## src/rtl/regfile_pkg.sv

```systemverilog
// Shared defaults, address type and hw-range helper for the parametrised register file.
// No logic of its own; pure declarations.
// No flow control.
package regfile_pkg;

  localparam int RF_WIDTH   = 32;
  localparam int RF_DEPTH   = 32;
  localparam int RF_NUM_RD  = 2;
  localparam int RF_NUM_HW  = 4;
  localparam int RF_HW_BASE = 20;
  localparam int RF_AW      = $clog2(RF_DEPTH);

  typedef logic [RF_AW-1:0] rf_addr_t;

  // True when addr falls inside the hardware-sourced window [base, base+num).
  function automatic logic rf_is_hw(input int addr,
                                    input int base = RF_HW_BASE,
                                    input int num  = RF_NUM_HW);
    return (addr >= base) && (addr < base + num);
  endfunction

endpackage

```

## src/rtl/regfile_hw_channel.sv

```systemverilog
// One hardware-sourced register: data plus fresh/overrun status flags.
// Latency: captures on the clock edge; outputs are the registered state.
// No backpressure: every hw_valid strobe is captured, overlap is recorded as overrun.
module regfile_hw_channel
  import regfile_pkg::*;
#(
  parameter int WIDTH = RF_WIDTH
) (
  input  logic             clock,
  input  logic             ctrl_reset_n,
  input  logic             hw_valid,
  input  logic [WIDTH-1:0] hw_data,
  input  logic             cpu_we_hit,
  input  logic [WIDTH-1:0] cpu_data,
  input  logic             clr,
  input  logic             ovr_clr,
  output logic [WIDTH-1:0] data,
  output logic             fresh,
  output logic             overrun
);

  logic [WIDTH-1:0] data_q, data_d;
  logic             fresh_q, fresh_d;
  logic             overrun_q, overrun_d;

  // Next state: hw capture beats a same-cycle CPU write; a CPU write never touches the flags.
  // A clear and a new overrun in the same cycle keep the new overrun so the event is not lost.
  always_comb begin
    data_d    = data_q;
    fresh_d   = fresh_q;
    overrun_d = ovr_clr ? 1'b0 : overrun_q;
    if (hw_valid) begin
      data_d    = hw_data;
      fresh_d   = 1'b1;
      overrun_d = overrun_d | (fresh_q & ~clr);
    end else begin
      if (cpu_we_hit) data_d = cpu_data;
      if (clr)        fresh_d = 1'b0;
    end
  end

  // State registers with asynchronous clear.
  always_ff @(posedge clock or negedge ctrl_reset_n) begin
    if (!ctrl_reset_n) begin
      data_q    <= '0;
      fresh_q   <= 1'b0;
      overrun_q <= 1'b0;
    end else begin
      data_q    <= data_d;
      fresh_q   <= fresh_d;
      overrun_q <= overrun_d;
    end
  end

  assign data    = data_q;
  assign fresh   = fresh_q;
  assign overrun = overrun_q;

endmodule

```

## src/rtl/regfile_mmio_param.sv

```systemverilog
// Parametrised register file with CPU writes, hw-captured channels and fresh/overrun status (optional WRITE_BYPASS_EN).
// Latency: reads combinational (0 cycles); writes land at the clock edge, or same cycle with WRITE_BYPASS_EN.
// No backpressure: writes and captures always accepted; hw wins over CPU on the same index.
module regfile_mmio_param
  import regfile_pkg::*;
#(
  parameter int WIDTH   = RF_WIDTH,
  parameter int DEPTH   = RF_DEPTH,
  parameter int NUM_RD  = RF_NUM_RD,
  parameter int NUM_HW  = RF_NUM_HW,
  parameter int HW_BASE = RF_HW_BASE,
  parameter int AW      = $clog2(DEPTH)
) (
  input  logic                    clock,
  input  logic                    ctrl_reset_n,
  input  logic                    ctrl_we,
  input  logic [AW-1:0]           ctrl_wr_addr,
  input  logic [WIDTH-1:0]        data_wr,
  input  logic [NUM_RD*AW-1:0]    rd_addr,
  input  logic [NUM_RD-1:0]       rd_en,
  output logic [NUM_RD*WIDTH-1:0] rd_data,
  input  logic [NUM_HW-1:0]       hw_valid,
  input  logic [NUM_HW*WIDTH-1:0] hw_data,
  output logic [NUM_HW-1:0]       hw_fresh,
  output logic [NUM_HW-1:0]       hw_overrun,
  output logic [4*WIDTH-1:0]      reg_tap
);

  // Writing the index just past the hw window clears all overrun flags, if that index exists.
  localparam bit OVR_CLR_EN = (HW_BASE + NUM_HW) < DEPTH;
  localparam int OVR_IDX    = OVR_CLR_EN ? (HW_BASE + NUM_HW) : 0;

  logic [DEPTH-1:0][WIDTH-1:0] reg_val;
  logic [NUM_HW-1:0]           clr_vec;
  logic                        ovr_clr;

  assign ovr_clr    = OVR_CLR_EN && ctrl_we && (ctrl_wr_addr == AW'(OVR_IDX));
  assign reg_val[0] = '0;

  // Per-channel read-clear: any enabled read port addressing the channel's index.
  always_comb begin
    clr_vec = '0;
    for (int c = 0; c < NUM_HW; c++) begin
      for (int p = 0; p < NUM_RD; p++) begin
        if (rd_en[p] && (rd_addr[p*AW +: AW] == AW'(HW_BASE + c))) clr_vec[c] = 1'b1;
      end
    end
  end

  // Plain CPU-only registers; reg 0 is a constant zero and has no storage.
  for (genvar i = 1; i < DEPTH; i++) begin : g_reg
    if (!rf_is_hw(i, HW_BASE, NUM_HW)) begin : g_plain
      logic [WIDTH-1:0] reg_q, reg_d;

      // Load CPU data when this index is targeted.
      always_comb begin
        reg_d = reg_q;
        if (ctrl_we && (ctrl_wr_addr == AW'(i))) reg_d = data_wr;
      end

      // Storage with asynchronous clear.
      always_ff @(posedge clock or negedge ctrl_reset_n) begin
        if (!ctrl_reset_n) reg_q <= '0;
        else               reg_q <= reg_d;
      end

      assign reg_val[i] = reg_q;
    end
  end

  // Hardware-sourced registers.
  for (genvar c = 0; c < NUM_HW; c++) begin : g_hw
    regfile_hw_channel #(.WIDTH(WIDTH)) u_chan (
      .clock        (clock),
      .ctrl_reset_n (ctrl_reset_n),
      .hw_valid     (hw_valid[c]),
      .hw_data      (hw_data[c*WIDTH +: WIDTH]),
      .cpu_we_hit   (ctrl_we && (ctrl_wr_addr == AW'(HW_BASE + c))),
      .cpu_data     (data_wr),
      .clr          (clr_vec[c]),
      .ovr_clr      (ovr_clr),
      .data         (reg_val[HW_BASE + c]),
      .fresh        (hw_fresh[c]),
      .overrun      (hw_overrun[c])
    );
  end

  // Independent read muxes.
  for (genvar p = 0; p < NUM_RD; p++) begin : g_rd
    logic [AW-1:0]    addr;
    logic [WIDTH-1:0] rd_val;

    assign addr = rd_addr[p*AW +: AW];

    // Stored value, optionally overridden by the write landing this cycle (hw data has priority).
    always_comb begin
      rd_val = reg_val[addr];
`ifdef WRITE_BYPASS_EN
      if (addr != '0) begin
        if (ctrl_we && (ctrl_wr_addr == addr)) rd_val = data_wr;
        for (int c = 0; c < NUM_HW; c++) begin
          if (hw_valid[c] && (addr == AW'(HW_BASE + c))) rd_val = hw_data[c*WIDTH +: WIDTH];
        end
      end
`endif
    end

    assign rd_data[p*WIDTH +: WIDTH] = rd_val;
  end

  // Display taps: regs HW_BASE-6 .. HW_BASE-3, lowest index in the low slice.
  for (genvar k = 0; k < 4; k++) begin : g_tap
    localparam int TI = HW_BASE - 6 + k;
    if (TI >= 0) begin : g_live
      assign reg_tap[k*WIDTH +: WIDTH] = reg_val[TI];
    end else begin : g_none
      assign reg_tap[k*WIDTH +: WIDTH] = '0;
    end
  end

endmodule

```

## config.mk

```make
export PLATFORM = sky130hd
export DESIGN_NAME = regfile_mmio_param
export DESIGN_NICKNAME = d
export VERILOG_FILES = /design/src/rtl/regfile_pkg.sv /design/src/rtl/regfile_hw_channel.sv /design/src/rtl/regfile_mmio_param.sv
export SDC_FILE = /design/constraint.sdc
export NUM_CORES = 2
export LEC_CHECK = 0
export ABC_AREA = 1
export BUFFER_PORTS_ARGS = -buffer_cell sky130_fd_sc_hd__buf_4
export CORE_AREA = 2 2 397 399
export CTS_CLUSTER_DIAMETER = 80
export DETAILED_ROUTE_END_ITERATION = 16
export DIE_AREA = 0 0 399 401
export PLACE_DENSITY = 0.58
export SYNTH_ARGS = -nofsm -noshare
export SYNTH_HDL_FRONTEND = slang
export SYNTH_SLANG_ARGS = --single-unit
```

## constraint.sdc

```tcl
create_clock -name clock -period 5.5 [get_ports clock]
set_clock_uncertainty 0.1 [all_clocks]
set_input_delay 1.1 -clock clock [delete_from_list [all_inputs] [get_ports clock]]
set_output_delay 1.1 -clock clock [all_outputs]
set_load 0.005 [all_outputs]
```

==> results_dict.tcl <==
set metrics [dict create \
    clk_path_buf_depth 3 \
    grt_pass1_wl_mm 399 \
    synthArstFlopShare_pct 100 \
    antenna_found_initial 15 \
    hold_viol_final 0 \
    end_kind "output port" \
    synth_top_area_share_pct 42.5 \
    critPathArrivalTime_ps 3910 \
    vias 63300 \
    critPathMaxFanout 78 \
    critical_path.max_stage_delay_ps 520 \
    hold_buffers 0 \
    tritoncts "done" \
    grt_usage_pct 33.3 \
    relSlewSlack_pct 12.2 \
    pin_count 384 \
    synth-main-ff-cell "dfrtp_1" \
    path_buf_inv 5 \
    crit_top_cell "nand2_1" \
    yosys.area.top_type "dfrtp_1" \
    yosys-top-cells-count "nand2_1 (4958), nand3_1 (1030), dfrtp_1 (1000)" \
    synthCells 9156 \
    core_area_um2 156000 \
    synth_most_common_cell "nand2_1" \
    final_area_um2 67100 \
    synth_nets 9340 \
    p_leak_nw 35.4 \
    detail-route-antenna-nets 0 \
    tightest_slew_ps 1320 \
    worstRegToRegCells 2 \
    cts_setup_buffers 0 \
    place_area_um2 63200 \
    cp_cell_sequence "buf_8 > inv_8 > buf_12 > nand2_1 > nand2_1 > nand2_1 > nand2_1 > nand2_1 > nand2_1 > inv_1 > nand2_1 > nand2_1 > nand2_1 > buf_4" \
    crit_family "buffers and inverters" \
    hold-worst-slack_ps 254 \
    syn-cell-area_um2 58900 \
    fin_crit_sh_pct 92.9 \
    crit_path_start_kind "input port" \
    maxCapViolations 0 \
    die_w_um 399 \
    antenna-diode-count 0 \
    gp_congestion 0.947 \
    worstPathRequired_ps 4300 \
    period_minus_slack_ps 5110 \
    grt.overflow.total 0 \
    yosysUniqueCellTypes 19 \
    grt_pass1_vias 57700 \
    start_util_pct 37.8 \
    die_h_um 401 \
    hpwl_mm 175 \
    setup_viol 0 \
    max_freq_mhz 196 \
    clock_sinks 1000 \
    fin_cells 11300 \
    ys_seq_area_share_pct 42.5 \
    layout_setup_ws_ps 391 \
    worst-path-stages 14 \
    clkLatencyLatePin_ps 750 \
    fillCellCount 16400 \
    path_class "input port to output port" \
    htree_levels 3 \
    grt_max_degree 134 \
    rsz0062_at_grt "false" \
    tns_ps 0 \
    maxSlewViolCount 0 \
    drive_above_1_share_pct 8.52 \
    portBuffers 383 \
    cts_root_buffer "clkbuf_16" \
    synth-edff-count 0 \
    place_ws_ps 574 \
    drt-initial-drc-count 8196 \
    detail_route.wirelength_mm 271 \
    final_nets 9297 \
    syn2layout_area_growth_pct 14.0 \
    vias_per_cell 5.62 \
    ys_warn_count 0 \
    die_area_um2 160000 \
    drtPass1Iterations 7 \
    crit_slowest_cell "inv_8" \
    avgSynthCellArea_um2 6.43 \
    drc 0 \
    ys_ff_latch 1000 \
    status "completed" \
    ctsResizeCount 0 \
    ff_latch_area_um2 25000 \
    ys_top_cells_by_area "dfrtp_1 (43%), nand2_1 (32%), nand3_1 (8.8%)" \
    powerDensity_nw_per_um2 344 \
    multi_input_area_um2 29900 \
    post_drt_wl_per_cell_um 24.1 \
    rows 145 \
    cts_buffers 115 \
    peakVddDrop_mv 0.272 \
    clkTransAtPathRegs_ps 60 \
    dp.cells 11100 \
    hp-class "input port to asynchronous set/reset pin" \
]
[path summary, 6_finish.rpt]
kind,startpoint,end,slack [ps]
min in group clock,g_reg[8].g_plain.reg_q[0],g_reg[8].g_plain.reg_q[0],380
max,rd_addr[5],rd_data[58],390
min,ctrl_reset_n,g_reg[11].g_plain.reg_q[10],250
max in group asynchronous,ctrl_reset_n,g_hw[2].u_chan.data[24],3710
min reg2reg,g_reg[8].g_plain.reg_q[0],g_reg[8].g_plain.reg_q[0],380
max reg2reg,g_hw[2].u_chan.fresh,g_hw[2].u_chan.overrun,4430
[where the power goes]
part / leakage (nW) / internal [mW] / total, mW / switching (mW)
Combinational: 20.7 / 1.85 / 5.18 / 3.34
Clock: 1.94 / 4.65 / 8.04 / 3.39
Sequential: 12.8 / 8.63 / 9.88 / 1.25
[worst register-to-register path: stages (launching register included)]
cell and delay, ps:
dfrtp_1 590, nand3_1 150, o21ai_0 150
[sequential cells by signal (all words and copies together), names as in the netlist]
name                 cells
g_hw.u_chan.fresh        4
g_hw.u_chan.data       128
g_hw.u_chan.overrun      4
g.g_plain.reg_q        864
[cells by family after synthesis]
group / count (synthesis) / share of synthesized area (%)
flip-flops: 1000 / 42.5
buffers and inverters: 950 / 6.92
AND/OR/NAND/NOR: 6222 / 42.0
AO/OA/AOI/OAI: 984 / 8.57
[metal layers]
metal / up-vias / wire length (µm) / track usage, %
met4: 16 / 13200 / 14.7
li1: 28800 / - / -
met2: 3756 / 113000 / 47.8
met3: 563 / 31200 / 8.09
met1: 30200 / 113000 / 47.1
met5: - / 101 / 0
[area by class of cell]
cell class                 instances  share of cell area [%]
multi-input combinational       7206                    44.5
sequential                      1000                    37.3
timing repair buffer             555                    7.14
clock buffer                     179                    5.29
tap                             2058                    3.84
inverter                         235                    1.36
clock inverter                    35                   0.545
[per-stage QoR]
step | utilization (%) | power [mW]
after detailed placement | 40.6 | 15.0
final | 43.1 | 23.1
after global routing | 43.1 | 24.2
after floorplan | - | 12.6
after global placement | 40.6 | 14.9
after CTS | 43.1 | 23.1
[cells in the final DEF (no fill, tap or decap), drive strengths merged]
cell type,count
clkbuf,179
clkinvlp,5
o311ai,32
nor3,1
bufinv,5
nand3,1034
a21oi,9
o21ai,943
clkinv,28
nand2,4969
dfrtp,1000
buf,555
nor2,218
inv,232
Note: power is estimated with default switching activity, not from simulation.
